$ cat src/rtl/mux_n_arb.sv
// rtl/mux_n_arb.sv - N-channel valid/ready mux with external-select or round-robin grant
// Registered output stage; one transfer per cycle when the consumer keeps up.
module mux_n_arb #(
  parameter int CH_NUM = 4,
  parameter int DATA_W = 8,
  parameter int SEL_W  = 2,
  parameter int MODE   = 1
) (
  input  logic                     sys_clk,
  input  logic                     sys_rst_n,
  input  logic [CH_NUM*DATA_W-1:0] in_data,
  input  logic [CH_NUM-1:0]        in_valid,
  output logic [CH_NUM-1:0]        in_ready,
  input  logic [SEL_W-1:0]         sel,
  output logic [DATA_W-1:0]        out_data,
  output logic [SEL_W-1:0]         out_ch,
  output logic                     out_valid,
  input  logic                     out_ready
);

  logic [DATA_W-1:0] r_data;
  logic [SEL_W-1:0]  r_ch;
  logic              r_valid;
  logic [SEL_W-1:0]  r_last_grant;

  logic              w_load_en;
  logic              w_grant_found;
  logic [SEL_W-1:0]  w_grant_idx;
  logic [DATA_W-1:0] w_grant_data;
  logic              w_xfer;

  assign w_load_en = !r_valid || out_ready;

  // Grant search: in round-robin mode, the k-th candidate after the last grant wins
  // if it is the first valid one found.
  always_comb begin
    w_grant_found = 1'b0;
    w_grant_idx   = '0;
    w_grant_data  = '0;
    if (MODE == 0) begin
      for (int i = 0; i < CH_NUM; i++) begin
        if (int'(sel) == i && in_valid[i]) begin
          w_grant_found = 1'b1;
          w_grant_idx   = SEL_W'(i);
          w_grant_data  = in_data[i*DATA_W +: DATA_W];
        end
      end
    end else begin
      for (int k = 1; k <= CH_NUM; k++) begin
        for (int i = 0; i < CH_NUM; i++) begin
          if (!w_grant_found && in_valid[i] &&
              i == (int'(r_last_grant) + k) % CH_NUM) begin
            w_grant_found = 1'b1;
            w_grant_idx   = SEL_W'(i);
            w_grant_data  = in_data[i*DATA_W +: DATA_W];
          end
        end
      end
    end
  end

  assign w_xfer = sys_rst_n && w_load_en && w_grant_found;

  always_comb begin
    in_ready = '0;
    for (int i = 0; i < CH_NUM; i++) begin
      in_ready[i] = w_xfer && (w_grant_idx == SEL_W'(i));
    end
  end

  always_ff @(posedge sys_clk) begin
    if (!sys_rst_n) begin
      r_valid      <= 1'b0;
      r_data       <= '0;
      r_ch         <= '0;
      r_last_grant <= SEL_W'(CH_NUM - 1);
    end else if (w_load_en) begin
      if (w_grant_found) begin
        r_valid <= 1'b1;
        r_data  <= w_grant_data;
        r_ch    <= w_grant_idx;
        if (MODE != 0) begin
          r_last_grant <= w_grant_idx;
        end
      end else begin
        // Drained with nothing to refill: data and channel keep their last values.
        r_valid <= 1'b0;
      end
    end
  end

  assign out_data  = r_data;
  assign out_ch    = r_ch;
  assign out_valid = r_valid;

endmodule

$ cat config.mk
export PLATFORM = sky130hd
export DESIGN_NAME = mux_n_arb
export DESIGN_NICKNAME = d
export VERILOG_FILES = /design/src/rtl/mux_n_arb.sv
export SDC_FILE = /design/constraint.sdc
export NUM_CORES = 1
export LEC_CHECK = 0
export ABC_AREA = 1
export BUFFER_PORTS_ARGS = -buffer_cell sky130_fd_sc_hd__buf_2
export CORE_MARGIN = 4
export CORE_UTILIZATION = 50
export DETAILED_ROUTE_END_ITERATION = 10
export MAX_ROUTING_LAYER = met4
export PLACE_DENSITY_LB_ADDON = 0.15
export SETUP_SLACK_MARGIN = 0.02
export SYNTH_ARGS = -nofsm -noshare
export SYNTH_HDL_FRONTEND = slang
export SYNTH_SLANG_ARGS = --single-unit
export TNS_END_PERCENT = 20
$ cat constraint.sdc
create_clock -name sys_clk -period 7 [get_ports sys_clk]
set_input_delay 1.05 -clock sys_clk [delete_from_list [all_inputs] [get_ports sys_clk]]
set_output_delay 1.05 -clock sys_clk [all_outputs]
set_load 0.02 [all_outputs]
Word-level counts from Yosys, hierarchy flattened
Cells that the tools add are included.
{"block": "op_classes", "add_sub_neg": 4, "n_eq_ne": 15, "bitwise": 4, "n_reduce_logical": 64, "mux": 48}
{"operator": "32-bit logical NOT", "n": 4}
{"operator": "8-bit 2-to-1 mux", "n": 16}
{"operator": "1-bit logical AND", "n": 37}
{"operator": "2-bit 2-to-1 mux", "n": 14}
{"operator": "3-bit equality test, first input constant", "n": 8}
{"operator": "1-bit 2-to-1 mux", "n": 18}
{"operator": "1-bit logical NOT", "n": 16}
{"operator": "2-bit by 3-bit equality test with 1-bit output, first input constant", "n": 4}
{"operator": "2-bit OR reduction", "n": 4}
{"operator": "2-bit by 1-bit adder with 2-bit output, second input constant", "n": 2}
{"operator": "2-bit adder, second input constant", "n": 2}
{"operator": "1-bit AND, first input constant", "n": 4}
{"operator": "2-bit equality test, second input constant", "n": 2}
{"operator": "2-bit by 1-bit equality test with 1-bit output, second input constant", "n": 1}
{"operator": "2-bit logical NOT", "n": 1}
{"operator": "2-bit AND reduction", "n": 1}
{"operator": "1-bit logical OR", "n": 1}
{"block": "word_totals", "wordCells": 139, "register_bits": 13, "in_bits": 41}

Longest topological paths before layout
Gate-level depths: netlist of run 1.
{"block": "depth", "word_depth": 68, "depth_mapped": 18, "ltp_nobuf": 18}

Least setup slack after synthesis of run 1
No wires, ideal clock.
{"block": "synth_timing", "path_type": "input port to output port", "start": "input port in_valid[0]", "end": "output port in_ready[0]", "required_ns": 5.950, "cell_stages": 10, "slack_ns": 2.894, "arrival_time_ns": 3.056, "path_cell_list": "buf_2 > inv_1 > nor2_2 > nor3_1 > buf_2 > nand4_2 > nand4_1 > a211oi_1 > nand3_2 > nor3_1"}
{"block": "synth_via", "elab_chain_cells": 64}
{"element": "from (decl)", "line": "12", "source": "input logic [CH_NUM-1:0] in_valid,"}
{"element": "1-bit logical AND", "line": "51", "source": "if (!w_grant_found && in_valid[i] &&"}
{"element": "1-bit 2-to-1 mux", "line": "51"}
{"element": "1-bit logical NOT", "line": "51"}
{"element": "1-bit logical AND (2 in series)", "line": "51"}
{"element": "1-bit 2-to-1 mux", "line": "51"}
{"element": "1-bit logical NOT", "line": "51"}
{"element": "1-bit logical AND (2 in series)", "line": "51"}
{"element": "1-bit 2-to-1 mux", "line": "51"}
{"element": "[... 44 more ...]"}
{"element": "1-bit logical NOT", "line": "51"}
{"element": "1-bit logical AND (2 in series)", "line": "51"}
{"element": "1-bit 2-to-1 mux", "line": "51"}
{"element": "1-bit logical NOT", "line": "51"}
{"element": "1-bit logical AND (2 in series)", "line": "51"}
{"element": "2-bit 2-to-1 mux / 1-bit 2-to-1 mux (equally long branches)", "line": "51"}
{"element": "2-bit logical NOT / 1-bit logical AND (equally long branches)", "line": "67, 62"}
{"element": "1-bit logical AND (*)", "line": "67", "source": "in_ready[i] = w_xfer && (w_grant_idx == SEL_W'(i));"}
{"element": "to (decl)", "line": "13", "source": "output logic [CH_NUM-1:0] in_ready,"}
Mark *: on every way between the ends. The rest lies on a longest branch, timed or not.

Worst setup path after layout of run 1
Same ends and word-level chain as after synthesis.

==> results.sh, run 1 <==
export IMPL_fin_setup_tns_ps=0
export IMPL_cts_sinks=13
export IMPL_crit_start="in_valid[0]"
export IMPL_clk_latency_ps=240
export IMPL_setup_violations_final=0
export IMPL_n_antenna_cell=0
export IMPL_drive_gt1_share_pct=18.6
export IMPL_post_cts_buffers=0
export IMPL_synth_most_common_cell="nor2_1"
export IMPL_powerDensity_nw_per_um2=253
export IMPL_htreeDepth=1
export IMPL_grt_max_degree=22
export IMPL_fmax_mhz=202
export IMPL_seq_area_frac_synth_pct=13.1
export IMPL_rrSetupSlack_ps=3930
export IMPL_cap_viol_max_count=0
export IMPL_fin_nets=478
export IMPL_viasPerCell=5.57
export IMPL_gp_congestion=0.968
export IMPL_synth_largest_area_cell="nor2_1"
export IMPL_gr_total_overflow=0
export IMPL_coreArea_um2=3740
export IMPL_drc_errors=0
export IMPL_grt_use_total_pct=27.4
export IMPL_dp_hpwl_mm=4.88
export IMPL_ant_nets=0
export IMPL_post_route_period_util_pct=70.7
export IMPL_drt_first_pass_iters=5
export IMPL_die_area_um2=5030
export IMPL_p_leak_nw=1.26
export IMPL_syn_inst=384
export IMPL_synthFlopType="dfxtp_1"
export IMPL_area_growth_pct=17.7
export IMPL_cts_root_buf="clkbuf_8"
export IMPL_reg2reg_to="r_last_grant[1]$_SDFFE_PN1P_"
export IMPL_ys_async_sr_fraction_pct=0
export IMPL_finalHoldViolations=0
export IMPL_max_vdd_ir_drop_mv=0.161
export IMPL_hold_buffers=0
export IMPL_start_util_pct=52.9
export IMPL_clk_pin_slew_worst_paths_ps=50
export IMPL_endpoint="in_ready[0]"
export IMPL_synth_nets=425
export IMPL_yosysTopAreaCellShare_pct=23.5
export IMPL_rsz0062_at_grt="no"
export IMPL_port_buffers=53
export IMPL_yosysWarningCount=0
export IMPL_postSynthAreaPerCell_um2=5.15
export IMPL_drv_slew=0
export IMPL_cp_start_kind="input port"
export IMPL_worstRegToRegCells=13
export IMPL_synth_area_leaders="nor2_1, nand2_1, dfxtp_1, nand3_1, inv_1"
export IMPL_crit_arrival_ps=3900
export IMPL_die_h_um=70.9
export IMPL_via_count=2697
export IMPL_grt_pass1_vias=2336
export IMPL_io_pins=56
export IMPL_crit_path_end_kind="output pin"
export IMPL_status="finished, final reports clean"
export IMPL_drt_iter0_drc=286
export IMPL_die_x_um=70.9
export IMPL_p_total_mw=0.590
export IMPL_hold_class="reg -> reg"
export IMPL_yosys_top_cells_count="nor2_1, nand2_1, nand3_1"
export IMPL_synth_edff_count=0
export IMPL_num_rows=22
export IMPL_antenna_found_initial=0
export IMPL_cts_buffers=3
export IMPL_ys_seq_elements=13
export IMPL_period_minus_slack_ps=4950
export IMPL_cts_tree="yes"
export IMPL_slew_headroom_pct=46.6
export IMPL_required_ps=5950
export IMPL_fin_skew_ps=3.49
export IMPL_synth_area_um2=1980
export IMPL_r2r_start="r_last_grant[0]$_SDFFE_PN1P_"
export IMPL_ys_types=24
export IMPL_clk_path_buf_depth=2
export IMPL_worstMarginPinSlew_ps=797
export IMPL_critPathMaxFanout=21
export IMPL_grt_pass1_wl_mm=10.9
export IMPL_cts_resized=0
export IMPL_drt_wl_total_mm=6.81
export IMPL_wire_per_inst_um=14.1
export IMPL_crit_type="in -> out"
-- report_power, final --
| group | switching, mW | internal (mW) |
|---|---|---|
| combinational | 0.282 | 0.134 |
| clock | 0.0260 | 0.0402 |
| sequential | 0.0125 | 0.0951 |
| total | 0.321 | 0.269 |
-- critical path: stages --
cell and delay [ps]:
buf_2 270, inv_1 160, nor2_2 450, inv_1 170
nand4_4 150, nor2_8 70, nand4_4 140, nor3_4 70
nand4_1 90, nand2_1 430, inv_1 310, nand2_1 110
nor3_1 200, buf_2 210
-- placed cells by master (no fill, tap or decap), drive strengths merged, types with 3 or more instances in the layout --
cell	count
nand3	47
dfxtp	13
nor2	131
nand4	27
inv	45
nor3	6
buf	54
a21oi	12
clkinv	3
nand2	92
clkbuf	4
-- routing by layer --
layer	wire (um)	up-vias	GRT usage [%]	part of all wire, %
met5	0	-	-	0
met2	3190	164	43.4	47
met4	97	0	6.68	1.4
met3	761	15	3.55	11
li1	-	1330	-	-
met1	2770	1188	36.9	41
-- per-stage QoR --
step                      util (%)  instances  worst slack (ps)  area [um2]  hold WS (ps)
after floorplan                  -        384              2890        1980           541
after global placement        61.0        480              2210        2280           450
final                         62.2        484              2050        2330           458
after detailed placement      61.0        480              2150        2280           453
after CTS                     62.2        484              2130        2330           463
after global routing          62.2        484              1840        2330           479
-- cell type report --
| type | instances | area [um2] |
|---|---|---|
| clock buffer | 4 | 45.0 |
| inverter | 48 | 180 |
| tap | 48 | 60.1 |
| fill | 383 | 1410 |
| multi-input combinational | 317 | 1510 |
| timing repair buffer | 54 | 273 |
| sequential | 13 | 260 |
-- worst min path at each step --
stage,startpoint,end,cells after the start
3_5_place_dp,out_ch[1]$_SDFFE_PN0P_,out_ch[1]$_SDFFE_PN0P_,2
3_3_place_gp,out_data[5]$_SDFFE_PN0P_,out_data[5]$_SDFFE_PN0P_,2
2_1_floorplan,out_ch[0]$_SDFFE_PN0P_,out_ch[0]$_SDFFE_PN0P_,2
5_1_grt,out_data[7]$_SDFFE_PN0P_,out_data[7]$_SDFFE_PN0P_,2
4_1_cts,out_ch[1]$_SDFFE_PN0P_,out_ch[1]$_SDFFE_PN0P_,2
6_report,out_ch[0]$_SDFFE_PN0P_,out_ch[0]$_SDFFE_PN0P_,2
-- registers in the layout (all words and copies together) (netlist names) --
| name | flops |
|---|---|
| out_ch | 2 |
| out_data | 8 |
| r_last_grant | 2 |
| out_valid | 1 |
-- cells by family (layout without fill, tap and decap cells) --
family	count (synthesis)	count (layout)	share of synthesized area (%)
AOI/OAI and AO/OA	14	14	3.79
buffers and inverters	54	106	10.5
DFF	13	13	13.1
and+or+nand+nor	303	303	72.6
No activity file was read; power rests on OpenSTA's default activity.
==> run 2: changes to the inputs <==
- ABC_AREA: 1 -> 0
- CORE_UTILIZATION: 50 -> 47
- clock period: 7 -> 4.08 ns (I/O delays scaled with it)
==> results.sh, run 2 <==
export IMPL_critPathMaxFanout=24
export IMPL_ys_seq_elements=13
export IMPL_reg2reg_to="out_data[1]$_SDFFE_PN0P_"
export IMPL_die_area_um2=4870
export IMPL_grt_pass1_vias=2069
export IMPL_syn_inst=259
export IMPL_seq_area_um2=260
export IMPL_crit_start="r_last_grant[1]$_SDFFE_PN1P_"
export IMPL_htreeDepth=1
export IMPL_yosysTopAreaCellShare_pct=14.5
export IMPL_fmax_mhz=329
export IMPL_cts_buffers=3
export IMPL_slew_headroom_pct=45.7
export IMPL_drv_slew=0
export IMPL_io_pins=56
export IMPL_cp_start_kind="flop"
export IMPL_worstMarginPinSlew_ps=814
export IMPL_gr_total_overflow=0
export IMPL_synth_most_common_cell="nand2_1"
export IMPL_die_h_um=69.8
export IMPL_port_buffers=53
export IMPL_final_cells=345
export IMPL_post_route_period_util_pct=74.4
export IMPL_timing_hold_ws_ps=446
export IMPL_grt_pass1_wl_mm=10.1
export IMPL_ys_types=53
export IMPL_status="finished, final reports clean"
export IMPL_worstRegToRegCells=6
export IMPL_layout_common_cells="buf_2, nand2_1, nor2_1"
export IMPL_n_antenna_cell=0
export IMPL_viasPerCell=6.59
export IMPL_area_growth_pct=14.1
export IMPL_clk_pin_slew_worst_paths_ps=70
export IMPL_p_total_mw=0.521
export IMPL_final_common_cell="buf_2"
export IMPL_cap_viol_max_count=0
export IMPL_grt_use_total_pct=26.1
export IMPL_yosysWarningCount=0
export IMPL_r2r_start="r_last_grant[1]$_SDFFE_PN1P_"
export IMPL_endpoint="in_ready[3]"
export IMPL_fin_nets=339
export IMPL_grt_max_degree=31
export IMPL_crit_path_end_kind="output pin"
export IMPL_drt_iter0_drc=200
export IMPL_largest_reg_flops=8
export IMPL_wire_per_inst_um=18.2
export IMPL_drc_errors=0
export IMPL_ant_nets=0
export IMPL_crit_arrival_ps=2420
export IMPL_post_place_cells=341
export IMPL_setup_violations_final=0
export IMPL_rrSetupSlack_ps=1550
export IMPL_cts_sinks=13
export IMPL_required_ps=3470
export IMPL_fin_setup_tns_ps=0
export IMPL_fill_cells=381
export IMPL_clk_path_buf_depth=2
export IMPL_synth_nets=300
export IMPL_antenna_found_initial=0
export IMPL_dp_hpwl_mm=4.39
export IMPL_final_area_um2=2050
export IMPL_drive_gt1_share_pct=23.2
export IMPL_coreArea_um2=3690
export IMPL_post_cts_buffers=0
export IMPL_multi_input_area_um2=1390
export IMPL_die_x_um=69.8
export IMPL_drt_wl_total_mm=6.26
export IMPL_yosys_top_cells_count="nand2_1, nor2_1, o21ai_0"
export IMPL_synth_area_um2=1790
export IMPL_drt_first_pass_iters=5
export IMPL_powerDensity_nw_per_um2=255
export IMPL_synthFlopType="dfxtp_1"
export IMPL_placed_area_um2=2000
export IMPL_period_minus_slack_ps=3040
export IMPL_cts_root_buf="clkbuf_8"
export IMPL_synth_largest_area_cell="dfxtp_1"
export IMPL_ys_async_sr_fraction_pct=0
export IMPL_clk_latency_ps=250
export IMPL_crit_type="reg -> out"
export IMPL_max_vdd_ir_drop_mv=0.160
export IMPL_postSynthAreaPerCell_um2=6.93
export IMPL_finalHoldViolations=0
export IMPL_start_util_pct=48.6
export IMPL_cts_resized=0
export IMPL_synth_area_leaders="dfxtp_1, nand2_1, o21ai_0, nor2_1, a22o_1"
export IMPL_seq_area_frac_synth_pct=14.5
export IMPL_p_leak_nw=0.847
export IMPL_synth_edff_count=0
export IMPL_cts_tree="yes"
export IMPL_num_rows=22
export IMPL_hold_class="reg -> reg"
export IMPL_fin_skew_ps=10.4
export IMPL_hold_buffers=0
export IMPL_gp_congestion=0.940
export IMPL_rsz0062_at_grt="no"
export IMPL_via_count=2274
-- run 2: logic make-up after synthesis --
| kind of cell | Yosys count | synth area share (%) |
|---|---|---|
| flip-flops | 13 | 14.5 |
| AND/OR/NAND/NOR | 102 | 30.4 |
| buffers and inverters | 24 | 8.02 |
| AO/OA/AOI/OAI | 120 | 47.1 |
-- run 2: worst max-delay path: stages, from the launching register on --
cell,delay [ps]
dfxtp_1,850
and3b_1,340
nand3_1,400
nand2b_1,270
nor2b_1,150
buf_2,170
-- run 2: report_power, final --
group          switching (mW)  internal, mW
clock network          0.0545        0.0692
logic                   0.145        0.0941
registers              0.0145         0.144
total                   0.214         0.307
-- run 2: cell type report --
type                            count  share of cell area (%)
Clock buffer                        4                    2.20
Inverter                            3                   0.550
Multi-Input combinational cell    222                    67.9
Sequential cell                    13                    12.7
Tap cell                           48                    2.93
Timing Repair Buffer               55                    13.7
-- run 2: worst min path at each step --
| stage | from | end | slack (ps) | depth (start not counted) |
|---|---|---|---|---|
| 5_1_grt | out_data[5]$_SDFFE_PN0P_ | out_data[5]$_SDFFE_PN0P_ | 460 | 2 |
| 4_1_cts | out_data[5]$_SDFFE_PN0P_ | out_data[5]$_SDFFE_PN0P_ | 450 | 2 |
| 3_5_place_dp | out_data[5]$_SDFFE_PN0P_ | out_data[5]$_SDFFE_PN0P_ | 440 | 2 |
| 2_1_floorplan | out_data[5]$_SDFFE_PN0P_ | out_data[5]$_SDFFE_PN0P_ | 520 | 2 |
| 3_3_place_gp | out_data[5]$_SDFFE_PN0P_ | out_data[5]$_SDFFE_PN0P_ | 430 | 2 |
| 6_report | out_data[2]$_SDFFE_PN0P_ | out_data[2]$_SDFFE_PN0P_ | 450 | 2 |
-- run 2: routing by layer --
metal | routed length [um] | up-vias | global-route usage [%]
met5 | 0 | - | -
met4 | 163 | 0 | 11.5
met3 | 666 | 20 | 6.96
met2 | 2800 | 147 | 39.9
met1 | 2630 | 1023 | 32.1
li1 | - | 1084 | -
-- run 2: metrics by stage --
| step | setup WS [ps] | util [%] |
|---|---|---|
| after floorplan | 1580 | - |
| after global placement | 1350 | 54.3 |
| final | 1040 | 55.5 |
| after CTS | 1110 | 55.5 |
| after detailed placement | 1350 | 54.3 |
| after global routing | 926 | 55.5 |
